## src/rtl/mem_arbiter.sv

```systemverilog
// Round-robin arbiter sharing one RAM port between instruction fetch and data access.
// Optional watchdog is enabled by defining MEM_ARBITER_TIMEOUT_EN.
module mem_arbiter #(
  parameter int ADDR_W  = 32,
  parameter int DATA_W  = 32,
  parameter int TIMEOUT = 255
) (
  input  logic              CLK,
  input  logic              nRST,
  input  logic              iREN,
  input  logic [ADDR_W-1:0] iaddr,
  output logic [DATA_W-1:0] iload,
  output logic              ihit,
  input  logic              dREN,
  input  logic              dWEN,
  input  logic [ADDR_W-1:0] daddr,
  input  logic [DATA_W-1:0] dstore,
  output logic [DATA_W-1:0] dload,
  output logic              dhit,
  output logic              ramREN,
  output logic              ramWEN,
  output logic [ADDR_W-1:0] ramaddr,
  output logic [DATA_W-1:0] ramstore,
  input  logic [DATA_W-1:0] ramload,
  input  logic              ramready,
  output logic              timeout_err
);

  typedef enum logic [1:0] {IDLE, DACC, IACC, RESP} state_t;

  state_t              state, state_next;
  logic                last_data, last_data_next;   // 1: previous grant went to data
  logic                resp_data, resp_data_next;   // RESP cycle belongs to a data access
  logic                ihit_next, dhit_next;
  logic                ram_ren_next, ram_wen_next;
  logic [ADDR_W-1:0]   ramaddr_next;
  logic [DATA_W-1:0]   ramstore_next, iload_next, dload_next;
  logic                d_req, i_req, grant_d, timed_out;
  logic                unused_addr_bits;

  assign unused_addr_bits = ^{iaddr[1:0], daddr[1:0]};

  // A requester still holding its line during its own hit cycle is not a new request.
  assign d_req = (dREN | dWEN) & ~dhit;
  assign i_req = iREN & ~ihit;

  always_comb begin
    state_next     = state;
    last_data_next = last_data;
    resp_data_next = resp_data;
    ihit_next      = 1'b0;
    dhit_next      = 1'b0;
    ram_ren_next   = ramREN;
    ram_wen_next   = ramWEN;
    ramaddr_next   = ramaddr;
    ramstore_next  = ramstore;
    iload_next     = iload;
    dload_next     = dload;
    grant_d        = d_req & (~i_req | ~last_data);
    case (state)
      IDLE: begin
        if (grant_d) begin
          state_next    = DACC;
          ramaddr_next  = {daddr[ADDR_W-1:2], 2'b00};
          ramstore_next = dstore;
          ram_wen_next  = dWEN;
          ram_ren_next  = ~dWEN;
        end else if (i_req) begin
          state_next   = IACC;
          ramaddr_next = {iaddr[ADDR_W-1:2], 2'b00};
          ram_ren_next = 1'b1;
          ram_wen_next = 1'b0;
        end
      end
      DACC: begin
        if (ramready || timed_out) begin
          if (ramready && ramREN) dload_next = ramload;
          ram_ren_next   = 1'b0;
          ram_wen_next   = 1'b0;
          last_data_next = 1'b1;
          resp_data_next = 1'b1;
          state_next     = RESP;
        end
      end
      IACC: begin
        if (ramready || timed_out) begin
          if (ramready) iload_next = ramload;
          ram_ren_next   = 1'b0;
          ram_wen_next   = 1'b0;
          last_data_next = 1'b0;
          resp_data_next = 1'b0;
          state_next     = RESP;
        end
      end
      default: begin
        if (resp_data) dhit_next = dREN | dWEN;
        else           ihit_next = iREN;
        state_next = IDLE;
      end
    endcase
  end

  always_ff @(posedge CLK or negedge nRST) begin
    if (!nRST) begin
      state     <= IDLE;
      last_data <= 1'b0;
      resp_data <= 1'b0;
      ihit      <= 1'b0;
      dhit      <= 1'b0;
      ramREN    <= 1'b0;
      ramWEN    <= 1'b0;
      ramaddr   <= '0;
      ramstore  <= '0;
      iload     <= '0;
      dload     <= '0;
    end else begin
      state     <= state_next;
      last_data <= last_data_next;
      resp_data <= resp_data_next;
      ihit      <= ihit_next;
      dhit      <= dhit_next;
      ramREN    <= ram_ren_next;
      ramWEN    <= ram_wen_next;
      ramaddr   <= ramaddr_next;
      ramstore  <= ramstore_next;
      iload     <= iload_next;
      dload     <= dload_next;
    end
  end

`ifdef MEM_ARBITER_TIMEOUT_EN
  localparam int CW = $clog2(TIMEOUT + 1);
  logic [CW-1:0] wait_cnt;
  logic          waiting;

  assign waiting   = ((state == DACC) || (state == IACC)) && !ramready;
  assign timed_out = waiting && (wait_cnt == CW'(TIMEOUT - 1));

  always_ff @(posedge CLK or negedge nRST) begin
    if (!nRST) begin
      wait_cnt    <= '0;
      timeout_err <= 1'b0;
    end else begin
      if (timed_out) timeout_err <= 1'b1;
      if (waiting && !timed_out) wait_cnt <= wait_cnt + 1'b1;
      else                       wait_cnt <= '0;
    end
  end
`else
  localparam int unused_timeout = TIMEOUT;
  assign timed_out   = 1'b0;
  assign timeout_err = 1'b0;
`endif

endmodule

```

## config.mk

```make
export PLATFORM = sky130hd
export DESIGN_NAME = mem_arbiter
export DESIGN_NICKNAME = d
export VERILOG_FILES = /design/src/rtl/mem_arbiter.sv
export SDC_FILE = /design/constraint.sdc
export NUM_CORES = 1
export LEC_CHECK = 0
export ABC_AREA = 1
export BUFFER_PORTS_ARGS = -buffer_cell sky130_fd_sc_hd__buf_2
export CAP_MARGIN = 20
export CORE_MARGIN = 4
export CORE_UTILIZATION = 46
export DETAILED_ROUTE_END_ITERATION = 7
export MAX_ROUTING_LAYER = met4
export PLACE_DENSITY_LB_ADDON = 0.15
export SLEW_MARGIN = 30
export SYNTH_ARGS = -nofsm -noshare
export SYNTH_HDL_FRONTEND = slang
export SYNTH_SLANG_ARGS = --single-unit
```

## constraint.sdc

```tcl
create_clock -name CLK -period 1.7 [get_ports CLK]
set_clock_uncertainty 0.15 [all_clocks]
set_input_delay 0.34 -clock CLK [delete_from_list [all_inputs] [get_ports CLK]]
set_output_delay 0.34 -clock CLK [all_outputs]
set_load 0.02 [all_outputs]
```

==> Yosys cells after proc, flatten, opt, wreduce, memory -nomap -nowiden <==
Cells that the tools add are included.
{ "totals": {"register_bits": 135, "inputBits": 134, "output_inout_bits": 133, "elab_cells": 59} }
{ "op_classes": {"eq_ne": 6, "n_mux": 19, "n_bitwise": 10, "n_reduce_logical": 14} }
{ "op_table": {"columns": ["op", "count"], "rows": [
  ["32-bit two-way mux", 2],
  ["1-bit two-way mux", 10],
  ["3-bit AND reduction", 3],
  ["2-bit AND reduction", 4],
  ["2-bit two-way mux", 3],
  ["1-bit one-hot mux with 2 select lines", 3],
  ["2-bit nonzero test", 3],
  ["1-bit NOT", 5],
  ["2-bit inequality test (second input constant)", 2],
  ["2-bit one-hot mux with 2 select lines", 1],
  ["1-bit AND", 3],
  ["3-bit inequality test (second input constant)", 1],
  ["3-bit OR reduction", 1],
  ["2-bit by 1-bit == test with 1-bit output (second input constant)", 1],
  ["2-bit == test (second input constant)", 1],
  ["2-bit logical NOT", 1],
  ["2-bit by 1-bit inequality test with 1-bit output (second input constant)", 1],
  ["1-bit OR", 2],
  ["2-bit OR reduction", 1],
  ["1-bit logical AND", 1]
]} }

==> Longest topological paths before layout <==
{ "logic_depth": {"depth_word": 7, "depth_mapped": 8} }

==> Worst setup path after synthesis <==
OpenSTA, ideal clock, no wires.
{ "synth_path": {"kind": "reg-to-reg", "startpoint": "reg state[0]", "endpoint": "reg state[0]", "setup_ns": 0.116, "arrival_time_ns": 1.261, "required_ns": 1.434, "slack_ns": 0.173, "path_stages_with_launch": 9, "period_less_slack_ns": 1.527, "path_cell_list": "dfrtp_1 > inv_1 > ha_1 > inv_1 > or2_2 > nand2_1 > nor2_1 > nand2_1 > nand2_1"} }
{ "synth_via": {"elab_chain_cells": 4} }
{ "synth_rtl": {"columns": ["element", "line", "rtl"], "rows": [
  ["start: declaration", "31", "state_t state, state_next;"],
  ["start signal: assignment", "117", "state <= state_next;"],
  ["2-bit == test or 2-bit by 1-bit == test with 1-bit output (tied branches)", "60", "case (state)"],
  ["2-bit OR reduction (no source line)", null, null],
  ["2-bit by 1-bit inequality test with 1-bit output (no source line)", null, null],
  ["2-bit AND reduction (no source line)", null, null]
]} }
Parallel ways exist; a longest one is shown, timed or not.
A chain may end at the register's enable or synchronous reset.

==> Final worst setup path <==
{ "layout_path": {"startpoint": "reg state[0]", "endpoint": "reg state[1]"} }
The elaborated chain is that of the path after synthesis.

==> flow_summary.ini <==
[run_status]
outcome = complete, no violations

[critical_path]
end_kind = register
criticalPathCategory = register to register
reg2reg_depth = 8
cp-start-kind = register
regToRegEndpoint = state[1]
crit_fanout = 5
arrival_ps = 1770
r2r_slack_ps = 80
cp.required_ps = 1850
timing.rr.start = state[0]

[grt]
grt_overflow_total = 0
grt_usage_pct = 22.2
grt_pass1_vias = 5045
grt_max_degree = 93
antenna_found_initial = 0
grt_pass1_wl_um = 24500

[floorplanning]
design.core.area_um2 = 11700
start_util_pct = 47.8
fp-row-count = 39
die_w_um = 118
die_y_um = 118
io_pins = 267
die_area_um2 = 13900

[yosys]
synth_cell_types = 19
synthCells = 659
ys_seq_elements = 133
yosysSeqAreaShare_pct = 59.7
avgSynthCellArea_um2 = 8.46
yosysWarnings = 0
synth_top_area_cell = dfrtp_1
yosysTopAreaCellShare_pct = 59.7
syn-cell-area_um2 = 5570
synth.area.top_cells = dfrtp_1, nand2_1, o21ai_0

[drt]
drt-initial-drc-count = 363
finalWirelength_um = 14800
drc_errors = 0
dr.pass1.iters = 6
dr_total_vias = 5084
ant_nets = 0
wl_per_cell_um = 13.7
routed_via_density = 4.69

[timing]
hold_violations = 0
period_minus_slack_ps = 1620
max_slew_margin_pct = 65.8
maxSlewViolCount = 0
worst_pin_slew_ps = 513
setup_ws_ps = 81.0
setup_viol = 0
clock.fmax_mhz = 618
finalCritPeriodShare_pct = 95.2
whs_ps = 15.1

[place]
dp_hpwl_um = 10700
place.gp.congestion = 0.829
io_buffers = 259
pre_cts_slack_ps = 13.6
dp_cells = 1039
place_area_um2 = 7050

[clock_network]
cts.sink_count = 133
cts_made_buffers = 17
tritoncts = yes
clockBufferDepth = 2
clk_pin_slew_worst_paths_ps = 60
cts-root-buf = clkbuf_16
clock_latency_ps = 410
cts-resized-gates = 0
cts-htree-levels = 4

[pwr]
p_total_mw = 15.8
leakagePower_nw = 4.60
powerDensity_nw_per_um2 = 2030
ir_worst_vdd_mv = 1.30

[finish]
fillers = 969
instances_no_fill = 1083
final_cell_mix = nand2_1, buf_2, dfrtp_1
layout_commonest_cell = nand2_1
final_area_um2 = 7760
diodes = 0
ff_latch_area_um2 = 3330
area_growth_pct = 39.2
drive_gt1_share_pct = 33.0
multi_input_area_um2 = 1800
final_nets = 1067

[hold_path]
hold_end = ramstore[28]
holdPathStages = 3
worstHoldPathType = input port to register
hold_start = dstore[28]

[flow_run]
cap_violations = 0
-- cell usage after synthesis --
library cell	number
nor2_1	3
buf_2	19
nand3_1	33
buf_1	1
clkbuf_1	14
or2_2	1
buf_4	3
buf_6	1
nor2_4	1
nand3_2	2
o21ai_0	69
nand2_1	268
nand4_1	1
ha_1	4
dfrtp_1	133
nor2_2	1
o21ai_1	31
conb_1	1
inv_1	73
-- final cells by class --
cell class | instances | area share [%]
flip-flops and latches | 133 | 42.9
multi-input cells | 417 | 23.2
repair buffers | 287 | 20.7
clock buffers | 21 | 6.06
inverters | 73 | 3.53
well taps | 143 | 2.31
clock inverters | 9 | 1.34
-- metrics by stage --
step	TNS (ps)	util (%)
4_1_cts	0	66.5
2_1_floorplan	0	-
6_report	0	66.5
5_1_grt	-10.3	66.5
3_5_place_dp	0	60.4
3_3_place_gp	0	60.4
-- logic make-up after synthesis --
| group | share of synthesized area (%) |
|---|---|
| fa+ha+maj | 0.898 |
| other cells | 0.0673 |
| compound gates | 8.98 |
| buf+inv | 8.24 |
| simple gates | 22.1 |
| flops | 59.7 |
-- repair_timing --
action	CTS	global route
endpoints found under the setup margin	0	4
setup buffers	0	1
hold buffers	13	0
endpoints found under the hold margin	145	0
-- flip-flops by register name (all words and copies together) (netlist names) --
signal / flops
ramWEN: 1
dhit: 1
iload: 32
ramREN: 1
ramstore: 32
state: 2
ihit: 1
resp_data: 1
ramaddr: 30
dload: 32
-- power breakdown --
part	total [mW]	leakage (nW)	switching [mW]	internal (mW)
Sequential	5.41	1.67	0.767	4.64
Combinational	6.82	2.65	4.54	2.28
Clock	3.52	0.281	1.28	2.25
Total	15.8	4.60	6.58	9.17
-- routing by layer --
| layer | track usage [%] | share of wire [%] | vias to the layer above |
|---|---|---|---|
| li1 | - | - | 2567 |
| met1 | 27.4 | 42 | 2284 |
| met2 | 35.3 | 49 | 209 |
| met3 | 6.01 | 7.2 | 24 |
| met4 | 8.21 | 1.9 | 0 |
| met5 | - | 0 | - |
-- how the worst max path moves through the flow --
stage	startpoint	end	slack (ps)
2_1_floorplan	state[0]	state[0]	170
5_1_grt	state[0]	state[0]	-6
3_5_place_dp	state[1]	state[1]	10
6_report	state[0]	state[1]	80
3_3_place_gp	state[1]	state[0]	120
4_1_cts	state[1]	state[1]	8
-- critical path, cell delays in order (launching register included) --
cell	delay [ps]
dfrtp_1	350
inv_1	60
ha_1	280
inv_1	80
or2_2	300
nand2_1	110
nor2_1	70
nand2_1	60
nand2_1	50
Note: power is estimated with default switching activity, not from simulation.
